### src/rtl/barrel_shift_pkg.sv
// rtl/barrel_shift_pkg.sv - op encodings and op-class helpers for the barrel shifter
package barrel_shift_pkg;

  localparam logic [2:0] OP_LSR = 3'd0;
  localparam logic [2:0] OP_LSL = 3'd1;
  localparam logic [2:0] OP_ASR = 3'd2;
  localparam logic [2:0] OP_ROR = 3'd3;
  localparam logic [2:0] OP_ROL = 3'd4;

  // Ops that move bits toward bit 0
  function automatic logic is_right(input logic [2:0] op);
    return (op == OP_LSR) || (op == OP_ASR) || (op == OP_ROR);
  endfunction

  // Ops that wrap the bits moved out back into the other end
  function automatic logic is_rotate(input logic [2:0] op);
    return (op == OP_ROR) || (op == OP_ROL);
  endfunction

  // Encodings above OP_ROL are pass-through
  function automatic logic is_shift_op(input logic [2:0] op);
    return op <= OP_ROL;
  endfunction

endpackage

### src/rtl/barrel_shift_stage.sv
// rtl/barrel_shift_stage.sv - one pipeline stage shifting by 2^STAGE_IDX
module barrel_shift_stage
  import barrel_shift_pkg::*;
#(
  parameter int WIDTH     = 8,
  parameter int STAGE_IDX = 0
) (
  input  logic                       i_clk,
  input  logic                       i_rst,
  input  logic                       i_adv,
  input  logic                       i_valid,
  input  logic [WIDTH-1:0]           i_data,
  input  logic [$clog2(WIDTH)-1:0]   i_shamt,
  input  logic [2:0]                 i_op,
  input  logic                       i_carry,
  output logic                       o_valid,
  output logic [WIDTH-1:0]           o_data,
  output logic [$clog2(WIDTH)-1:0]   o_shamt,
  output logic [2:0]                 o_op,
  output logic                       o_carry,
  output logic                       o_zero
);

  localparam int SHAMT_W = $clog2(WIDTH);
  localparam int STEP    = 1 << STAGE_IDX;

  logic [WIDTH-1:0]   w_right;
  logic [WIDTH-1:0]   w_left;
  logic [WIDTH-1:0]   w_shifted;
  logic               w_carry_out;
  logic               w_do_shift;
  logic [WIDTH-1:0]   w_data_next;
  logic               w_carry_next;

  logic               r_valid;
  logic [WIDTH-1:0]   r_data;
  logic [SHAMT_W-1:0] r_shamt;
  logic [2:0]         r_op;
  logic               r_carry;

  // Shift or rotate by STEP and pick the last bit that leaves the word
  always_comb begin
    w_right = i_data >> STEP;
    w_left  = i_data << STEP;
    if (is_right(i_op)) begin
      if (is_rotate(i_op)) begin
        w_shifted = w_right | (i_data << (WIDTH - STEP));
      end else if (i_op == OP_ASR) begin
        w_shifted = w_right | ({WIDTH{i_data[WIDTH-1]}} << (WIDTH - STEP));
      end else begin
        w_shifted = w_right;
      end
      w_carry_out = i_data[STEP-1];
    end else begin
      w_shifted   = is_rotate(i_op) ? (w_left | (i_data >> (WIDTH - STEP))) : w_left;
      w_carry_out = i_data[WIDTH-STEP];
    end
    w_do_shift   = i_shamt[STAGE_IDX] && is_shift_op(i_op);
    w_data_next  = w_do_shift ? w_shifted : i_data;
    w_carry_next = w_do_shift ? w_carry_out : i_carry;
  end

  // Stage register; bubbles travel with the beat and everything freezes on stall
  always_ff @(posedge i_clk) begin
    if (i_rst) begin
      r_valid <= 1'b0;
      r_data  <= '0;
      r_shamt <= '0;
      r_op    <= 3'd0;
      r_carry <= 1'b0;
    end else if (i_adv) begin
      r_valid <= i_valid;
      r_data  <= w_data_next;
      r_shamt <= i_shamt;
      r_op    <= i_op;
      r_carry <= w_carry_next;
    end
  end

  if (STAGE_IDX == SHAMT_W - 1) begin : g_zero
    logic r_zero;
    // Zero flag is registered alongside the final data so it stalls and resets with it
    always_ff @(posedge i_clk) begin
      if (i_rst) begin
        r_zero <= 1'b0;
      end else if (i_adv) begin
        r_zero <= (w_data_next == '0);
      end
    end
    assign o_zero = r_zero;
  end else begin : g_no_zero
    assign o_zero = 1'b0;
  end

  assign o_valid = r_valid;
  assign o_data  = r_data;
  assign o_shamt = r_shamt;
  assign o_op    = r_op;
  assign o_carry = r_carry;

endmodule

### src/rtl/pipelined_barrel_shifter.sv
// rtl/pipelined_barrel_shifter.sv - streaming multi-mode barrel shifter, one stage per shamt bit
module pipelined_barrel_shifter
  import barrel_shift_pkg::*;
#(
  parameter int WIDTH = 8
) (
  input  logic                     clk,
  input  logic                     rst,
  input  logic                     in_valid,
  output logic                     in_ready,
  input  logic [WIDTH-1:0]         in_data,
  input  logic [$clog2(WIDTH)-1:0] in_shamt,
  input  logic [2:0]               in_op,
  output logic                     out_valid,
  input  logic                     out_ready,
  output logic [WIDTH-1:0]         out_data,
  output logic                     out_carry,
  output logic                     out_zero
);

  localparam int SHAMT_W = $clog2(WIDTH);

  if ((WIDTH < 2) || ((WIDTH & (WIDTH - 1)) != 0)) begin : g_bad_width
    $error("pipelined_barrel_shifter: WIDTH must be a power of two >= 2");
  end

  logic                              w_adv;
  logic [SHAMT_W:0]                  w_valid;
  logic [SHAMT_W:0][WIDTH-1:0]       w_data;
  logic [SHAMT_W:0][SHAMT_W-1:0]     w_shamt;
  logic [SHAMT_W:0][2:0]             w_op;
  logic [SHAMT_W:0]                  w_carry;
  logic [SHAMT_W-1:0]                w_zero;
  logic                              w_unused_tail;

  // A full output that nobody takes is the only thing that can stall the pipe
  assign w_adv    = !w_valid[SHAMT_W] || out_ready;
  assign in_ready = w_adv;

  assign w_valid[0] = in_valid;
  assign w_data[0]  = in_data;
  assign w_shamt[0] = in_shamt;
  assign w_op[0]    = in_op;
  assign w_carry[0] = 1'b0;

  for (genvar k = 0; k < SHAMT_W; k++) begin : g_stage
    barrel_shift_stage #(
      .WIDTH     (WIDTH),
      .STAGE_IDX (k)
    ) u_stage (
      .i_clk   (clk),
      .i_rst   (rst),
      .i_adv   (w_adv),
      .i_valid (w_valid[k]),
      .i_data  (w_data[k]),
      .i_shamt (w_shamt[k]),
      .i_op    (w_op[k]),
      .i_carry (w_carry[k]),
      .o_valid (w_valid[k+1]),
      .o_data  (w_data[k+1]),
      .o_shamt (w_shamt[k+1]),
      .o_op    (w_op[k+1]),
      .o_carry (w_carry[k+1]),
      .o_zero  (w_zero[k])
    );
  end

  assign out_valid = w_valid[SHAMT_W];
  assign out_data  = w_data[SHAMT_W];
  assign out_carry = w_carry[SHAMT_W];
  assign out_zero  = w_zero[SHAMT_W-1];

  // Shamt/op leaving the last stage and the inner stages' tied-off zero flags go nowhere
  assign w_unused_tail = ^{w_shamt[SHAMT_W], w_op[SHAMT_W], w_zero};

endmodule
### config.mk
export PLATFORM = sky130hd
export DESIGN_NAME = pipelined_barrel_shifter
export DESIGN_NICKNAME = d
export VERILOG_FILES = /design/src/rtl/barrel_shift_pkg.sv /design/src/rtl/barrel_shift_stage.sv /design/src/rtl/pipelined_barrel_shifter.sv
export SDC_FILE = /design/constraint.sdc
export NUM_CORES = 1
export LEC_CHECK = 0
export CAP_MARGIN = 10
export CORE_MARGIN = 2
export CORE_UTILIZATION = 45
export CTS_BUF_LIST = sky130_fd_sc_hd__clkbuf_8
export CTS_CLUSTER_DIAMETER = 60
export DETAILED_ROUTE_END_ITERATION = 16
export PLACE_DENSITY = 0.68
export REMOVE_ABC_BUFFERS = 1
export SYNTH_ARGS = -nofsm -noshare
export SYNTH_HDL_FRONTEND = slang
export SYNTH_SLANG_ARGS = --single-unit
### constraint.sdc
create_clock -name clk -period 2.5 [get_ports clk]
set_input_delay 0.5 -clock clk [delete_from_list [all_inputs] [get_ports clk]]
set_output_delay 0.5 -clock clk [all_outputs]
set_load 0.02 [all_outputs]
# After elaboration in Yosys (flattened, before gate mapping)
# Index checks and enable logic that the tools add are counted.
# W data, S select, Z words.
totals:
  reg_bits: 43
  inputBits: 18
  output_inout_bits: 12
  wordCells: 73
classes:
  order_cmp: 3
  n_eq_ne: 9
  n_mux: 21
  bitwise: 8
  n_reduce_logical: 18
op_table:
  columns: ["cell", "count"]
  rows:
  - ["$mux W8", 15]
  - ["$eq A3 B2 Y1 const B", 6]
  - ["$or A4 B8 Y8", 2]
  - ["$or A6 B8 Y8", 2]
  - ["$or A7 B8 Y8", 2]
  - ["$logic_or A1 B1 Y1", 10]
  - ["$eq A3 B3 Y1 const B", 3]
  - ["$le A3 B3 Y1 const B", 3]
  - ["$logic_not A3 Y1", 3]
  - ["$logic_not A8 Y1", 1]
  - ["$or A8 B1 Y8", 1]
  - ["$or A8 B2 Y8", 1]
  - ["$mux W1", 6]
  - ["$logic_and A1 B1 Y1", 3]
  - ["$logic_not A1 Y1", 1]

# Longest topological paths before layout
# Gate-level depths: netlist of the first run.
logic_depth:
  depth_word: 6
  depth_mapped: 7
  ltp_nobuf: 6

# Hierarchy
# Synthesis of the first run repeated with hierarchy kept, for this count alone.
unflattened:
  hier_cells: 317
  hier_area_um2: 2705.1
modules_own_cells:
  columns: ["mod", "n_inst", "cells_per_inst", "area_each_um2", "seq_area_each_um2"]
  rows:
  - ["barrel_shift_stage (g_stage[1].u_stage)", 1, 120, 964.7, 320.3]
  - ["barrel_shift_stage (g_stage[2].u_stage)", 1, 97, 873.3, 340.3]
  - ["barrel_shift_stage (g_stage[0].u_stage)", 1, 98, 857.1, 320.3]
  - ["pipelined_barrel_shifter", 1, 2, 10.0, 0.0]

# Worst setup path before layout of the first run
# Ideal clock, no wire load.
synth_timing:
  path_kind: "input -> output"
  from: "input out_ready"
  to: "output in_ready"
  arrival_time_ps: 1216
  required_time_ps: 2000
  setup_slack_ps: 784
  cell_stages: 4
  n_path_buf: 2
  path_cell_list: "nor2b_1 -> clkbuf_1 -> inv_2 -> buf_1"
synth_via:
  elab_chain_cells: 1
synth_lines:
  columns: ["item", "line", "source"]
  rows:
  - ["start, declared", "pipelined_barrel_shifter.sv:15", "input logic out_ready,"]
  - ["$logic_or A1 B1 Y1", "pipelined_barrel_shifter.sv:37", "assign w_adv = !w_valid[SHAMT_W] || out_ready;"]
  - ["end, declared", "pipelined_barrel_shifter.sv:10", "output logic in_ready,"]
# Every way passes these cells.

# Worst setup path in the final report of the first run
# Same ends and word-level chain as after synthesis.

==> impl_metrics.toml, run 1 <==
[status]
outcome = "completed"

[placement]
io_buffers = 29
routabilityCongestion = 0.888
post-dp-hpwl_mm = 3.49
pre_cts_ws_ns = 0.263

[critical_path]
cp-start-kind = "primary input"
r2r_setup_slack_ns = 0.74
worst_ep_arrival_time_ns = 1.73
crit_required_ns = 2.00
path_class = "in2out"
path_max_fanout = 2
end_kind = "primary output"

[synthesis]
synthCells = 288
seq_area_frac_synth = 0.369
synth-edff-count = 0
yosys.area_share.adder = 0
synth_compound_area_frac = 0.296
synth_simple_gate_area_share = 0.226
async_flop_share = 0
synth-xor-area-share = 0
synth_top_family_by_area = "compound AO/OA/AOI/OAI gates"
synthMuxAreaShare = 0.0519
post_synth_instance_area_um2 = 2170
ys_warn_count = 0
synth_top_cell_area_share = 0.369
syn-mean-instance-area_um2 = 7.53
synthTopCellsByArea = "dfxtp_1 (37%), nand2_1 (8.7%), a21oi_1 (8.5%)"
ys.flop_type = "dfxtp_1"
synth_top_area_cell = "dfxtp_1"
ys_ff_latch = 40
synthDistinctLibCells = 44

[pwr]
ir_drop_uv = 345
power_density_nw_per_um2 = 593
p_leak_nw = 0.921

[cts]
cts_setup_buffers = 0
clkLatencyLatePin_ns = 0.29
cts-root-buf = "clkbuf_8"
holdBufCountCts = 0
cts_num_sinks = 40
clk_pin_slew_worst_paths_ns = 0.08
cts_max_level = 2
clock_path_buffers = 2
cts_inserted_buffers = 5
cts_resized = 0
cts_tree = "built"

[timing]
hold_violations = 0
timing.fmax_ghz = 0.449
finalCritPeriodShare = 0.892
fin_setup_tns_ns = 0
tightest_slew_ns = 0.573
report.final.slew_viol_count = 0
finClkSkew_ns = 0.00246
fin_crit_ns = 2.23
postLayoutSetupSlackWorst_ns = 0.271
setup_viol = 0
grt_setup_unrepaired = "false"
slew_headroom = 0.613

[routing]
dr.pass1.iters = 4
vias = 2094
ant_nets = 0
drtIter0Drc = 258
wl_per_cell_um = 14.2
vias_per_cell = 5.82
drt_drc_violations_left = 0
drt_wl_total_mm = 5.13

[finish]
diodes = 0
syn2layout_area_growth_pct = 18.5
multi_input_area_um2 = 1250
drive_gt1_frac = 0.0621
seq_area_um2 = 801
fillCellCount = 464
layout.nets = 323

[global_routing]
grt_remaining_overflow = 0
track_usage = 0.210
grt_antenna_before_repair = 0
grt_pass1_wl_mm = 8.94
grt_pass1_vias = 1868
grt_max_degree = 44

[die]
die_area_um2 = 5390
start_util = 0.462
core_area_um2 = 4690
fp-row-count = 25
die_h_um = 73.4
pin_count = 30
die_x_um = 73.4

[flow_run]
cap_violations = 0

[hold_path]
hold_path.class = "reg2reg"
==> final timing paths <==
check / cells after the start / to / from
max: 4 / in_ready / out_ready
min: 2 / g_stage[2].u_stage.o_data[4] / g_stage[2].u_stage.o_data[4]
max reg2reg: 4 / g_stage[2].u_stage.o_data[4] / g_stage[1].u_stage.o_op[2]
min reg2reg: 2 / g_stage[2].u_stage.o_data[4] / g_stage[2].u_stage.o_data[4]
==> logic make-up (layout without fill, tap and decap cells) <==
kind of cell           after synthesis  after routing
muxes                               11             11
and+or+nand+nor                    109            109
DFF                                 40             40
buffers and inverters               28             46
AOI/OAI and AO/OA                  100            100
==> critical path: stages <==
cell,delay [ns]
clkdlybuf4s50_1,0.41
nor2b_2,0.23
inv_2,0.06
clkdlybuf4s50_1,0.53
==> layout by cell type, fill, tap and decap left out, types with 3 or more instances in the layout <==
cell / n
o22ai_1: 3
dfxtp_1: 40
o311ai_0: 3
o21ai_0: 17
nand3_1: 14
a21oi_1: 37
a221oi_1: 4
clkbuf_8: 5
nor2b_1: 5
nand2b_1: 5
clkdlybuf4s50_1: 29
nor3_1: 5
a211o_1: 6
mux2i_1: 9
o211ai_1: 11
buf_4: 5
nor2_1: 20
nand2_1: 50
==> through the flow <==
| step | util | hold WS, ns | power, mW | cell area [um2] | std cells |
|---|---|---|---|---|---|
| final | 0.548 | 0.451 | 1.52 | 2570 | 360 |
| after global routing | 0.548 | 0.469 | 1.61 | 2570 | 360 |
| after CTS | 0.548 | 0.455 | 1.54 | 2570 | 360 |
| after detailed placement | 0.524 | 0.444 | 1.01 | 2460 | 352 |
| after global placement | 0.524 | 0.438 | 1.01 | 2460 | 352 |
| after floorplan | - | 0.426 | 0.899 | 2060 | 264 |
==> cell usage after synthesis (2+ instances only) <==
cell	instances
nor3_1	5
nand2_1	50
o21ai_0	17
a31o_2	2
buf_2	8
a22o_1	2
nand2b_1	5
nor2b_1	6
o311ai_0	3
a211oi_1	2
nor2_1	20
a22oi_1	2
a221oi_1	4
mux2i_1	9
mux2_2	2
a21oi_1	37
o211ai_1	11
dfxtp_1	40
o22ai_1	3
nand3_1	14
o221ai_1	2
a211o_1	6
and2_1	2
clkbuf_1	14
inv_1	2
nor4b_1	2
==> layout make-up <==
class,count,area share
Multi-Input combinational cell,220,0.486
Sequential cell,40,0.311
Clock buffer,5,0.0268
Clock inverter,3,0.0165
Inverter,4,0.00584
Timing Repair Buffer,34,0.127
Tap cell,54,0.0263
==> power breakdown <==
| part | leakage [nW] | total (mW) | switching, mW | internal, mW |
|---|---|---|---|---|
| clock | 0.0541 | 0.524 | 0.228 | 0.295 |
| combinational | 0.537 | 0.264 | 0.130 | 0.134 |
| sequential | 0.330 | 0.737 | 0.0551 | 0.682 |
==> metal layers <==
| layer | vias up | part of all wire | global-route usage | routed length (um) |
|---|---|---|---|---|
| li1 | 1079 | - | - | - |
| met1 | 965 | 0.50 | 0.307 | 2570 |
| met2 | 42 | 0.44 | 0.307 | 2270 |
| met3 | 8 | 0.041 | 0.0453 | 208 |
| met4 | 0 | 0.015 | 0.0667 | 76 |
| met5 | - | 0 | 0 | 0 |
==> flip-flops by register name, summed over array words and instances (netlist names) <==
register and cells:
g_stage.u_stage.o_op 6, g_stage.u_stage.o_data 24, g_stage.u_stage.o_valid 3, g_stage.u_stage.o_zero 1
g_stage.u_stage.o_shamt 3, g_stage.u_stage.o_carry 3
(Power assumes the default switching activity.)
==> run 2: changes to the inputs <==
CELL_PAD_IN_SITES_DETAIL_PLACEMENT = 1   (was not set)
CELL_PAD_IN_SITES_GLOBAL_PLACEMENT = 2   (was not set)
CORE_UTILIZATION = 37   (was 45)
CTS_BUF_LIST = sky130_fd_sc_hd__clkbuf_8 sky130_fd_sc_hd__clkbuf_16   (was sky130_fd_sc_hd__clkbuf_8)
PLACE_DENSITY = not set   (was 0.68)
PLACE_DENSITY_LB_ADDON = 0.1   (was not set)
SYNTH_HIERARCHICAL = 1   (was not set)
==> run 2 against run 1 <==
Effect of this change:
- clock power is 1% higher
- flip-flop and latch count stayed put
- synthesized cell count is 0.69% lower
- via count is 4.5% higher
- highest routed layer unchanged
- clock-buffer cell count stayed put
- critical path type unchanged
- fmax is 2.9% lower
- sequential power is 2% higher
- die area is 32% higher
- hold slack better by 0.032 ns
==> impl_metrics.toml, run 2 <==
[routing]
drtIter0Drc = 96
dr.pass1.iters = 4
vias_per_cell = 5.66
vias = 2189
drt_drc_violations_left = 0
ant_nets = 0
drt_wl_total_mm = 6.71
wl_per_cell_um = 17.3

[die]
die_h_um = 84.2
fp-row-count = 29
start_util = 0.379
die_x_um = 84.2
pin_count = 30
core_area_um2 = 6280
die_area_um2 = 7090

[critical_path]
path_class = "in2out"
crit_family = "buffers and inverters"
setup.worst_path.start = "out_ready"
cp_common_cell = "clkdlybuf4s50_1"
cpMaxStageDelayCell = "clkdlybuf4s50_1"
path_cells = "clkdlybuf4s50_1, nand2b_2, clkdlybuf4s50_1"
rr_startpoint = "g_stage[1].u_stage/o_op[0]"
crit_required_ns = 2.00
worst_ep_arrival_time_ns = 1.80
crit_buf_inv = 2
max_stage_delay_ns = 0.63
cp-start-kind = "primary input"
path_max_fanout = 3
end_kind = "primary output"

[finish]
fillCellCount = 764
design_area_um2 = 2830
syn2layout_area_growth_pct = 19.0
drive_gt1_frac = 0.0968
instances_no_fill = 387
layout.nets = 327
final_core_util = 0.451
diodes = 0
final_common_cell = "dfxtp_1"
seq_area_um2 = 801
final_cell_mix = "dfxtp_1 (40), nor2_1 (36), clkdlybuf4s50_1 (29), mux2i_1 (16), nor3_1 (15)"
largest_reg_flops = 24
multi_input_area_um2 = 1400

[cts]
cts-root-buf = "clkbuf_8"
clock_path_buffers = 2
cts_inserted_buffers = 5
cts_num_sinks = 40
cts_max_level = 2
cts_setup_buffers = 0
holdBufCountCts = 0
cts_resized = 0
cts_tree = "built"
clk_pin_slew_worst_paths_ns = 0.08
clkLatencyLatePin_ns = 0.29

[placement]
place_inst = 379
post-dp-hpwl_mm = 5.01
placed_area_um2 = 2720
routabilityCongestion = 0.799
io_buffers = 29

[synthesis]
synthCells = 286
ys_warn_count = 6
syn-mean-instance-area_um2 = 8.33
post_synth_instance_area_um2 = 2380

[global_routing]
grt_remaining_overflow = 0
grt_pass1_wl_mm = 11.4
grt_max_degree = 35
track_usage = 0.200
grt_pass1_vias = 2221
grt_antenna_before_repair = 0

[pwr]
ir_drop_uv = 262
fin_total_pwr_mw = 1.58
power_density_nw_per_um2 = 559
p_leak_nw = 1.11

[timing]
hold_violations = 0
setup_viol = 0
report.final.slew_viol_count = 0
slew_headroom = 0.623
tightest_slew_ns = 0.563
timing.fmax_ghz = 0.436
grt_setup_unrepaired = "false"
fin_crit_ns = 2.30
finClkSkew_ns = 0.00655
finalCritPeriodShare = 0.918

[flow_run]
cap_violations = 0

[status]
outcome = "completed"

[hold_path]
hold_start = "g_stage[2].u_stage/o_data[1]"
hold_path.class = "reg2reg"
## run 2: cell types whose count changed in the layout (fill, tap and decap cells not counted), sizes merged, moves of 6 or more
cell,before,now
nand2,50,6
a21oi,37,15
nor2,20,36
a32o,1,13
nor3,5,16
o211ai,11,0
inv,3,13
nand3,14,4
mux2i,9,16
a211o,6,0
## run 2: final timing paths
kind | to | slack, ns | cells after the start
min reg2reg | g_stage[2].u_stage/o_data[1] | 0.48 | 2
min | g_stage[2].u_stage/o_data[1] | 0.48 | 2
max | in_ready | 0.20 | 3
max reg2reg | g_stage[2].u_stage/o_zero | 0.70 | 5
## run 2: final cells by class
class	count	share of cell area
Clock buffer	5	0.0243
Clock inverter	3	0.0150
Inverter	13	0.0172
Multi-Input combinational cell	210	0.493
Sequential cell	40	0.283
Tap cell	77	0.0340
Timing Repair Buffer	39	0.133
## run 2: per-layer routing
layer / track usage / share of wire / vias to the layer above
li1: - / - / 1108
met1: 0.244 / 0.46 / 1035
met2: 0.361 / 0.51 / 42
met3: 0.0354 / 0.029 / 4
met4: 0.0499 / 0.0076 / 0
met5: 0 / 0 / -
## run 2: power by group
group | switching, mW | total (mW) | leakage (nW) | internal [mW]
Sequential | 0.0698 | 0.753 | 0.330 | 0.683
Clock | 0.236 | 0.531 | 0.0541 | 0.296
Combinational | 0.148 | 0.300 | 0.727 | 0.152
## run 2: worst min-delay path: stages, from the launching register on
cell     delay [ns]
dfxtp_1        0.32
nor2_1         0.08
nor3_1         0.05
## run 2: per-stage QoR
stage	setup WS [ns]	hold slack [ns]	TNS, ns
2_1_floorplan	-0.263	0.460	-0.834
3_3_place_gp	0.203	0.465	0
3_5_place_dp	0.183	0.468	0
4_1_cts	0.183	0.484	0
5_1_grt	0.179	0.510	0
6_report	0.205	0.483	0
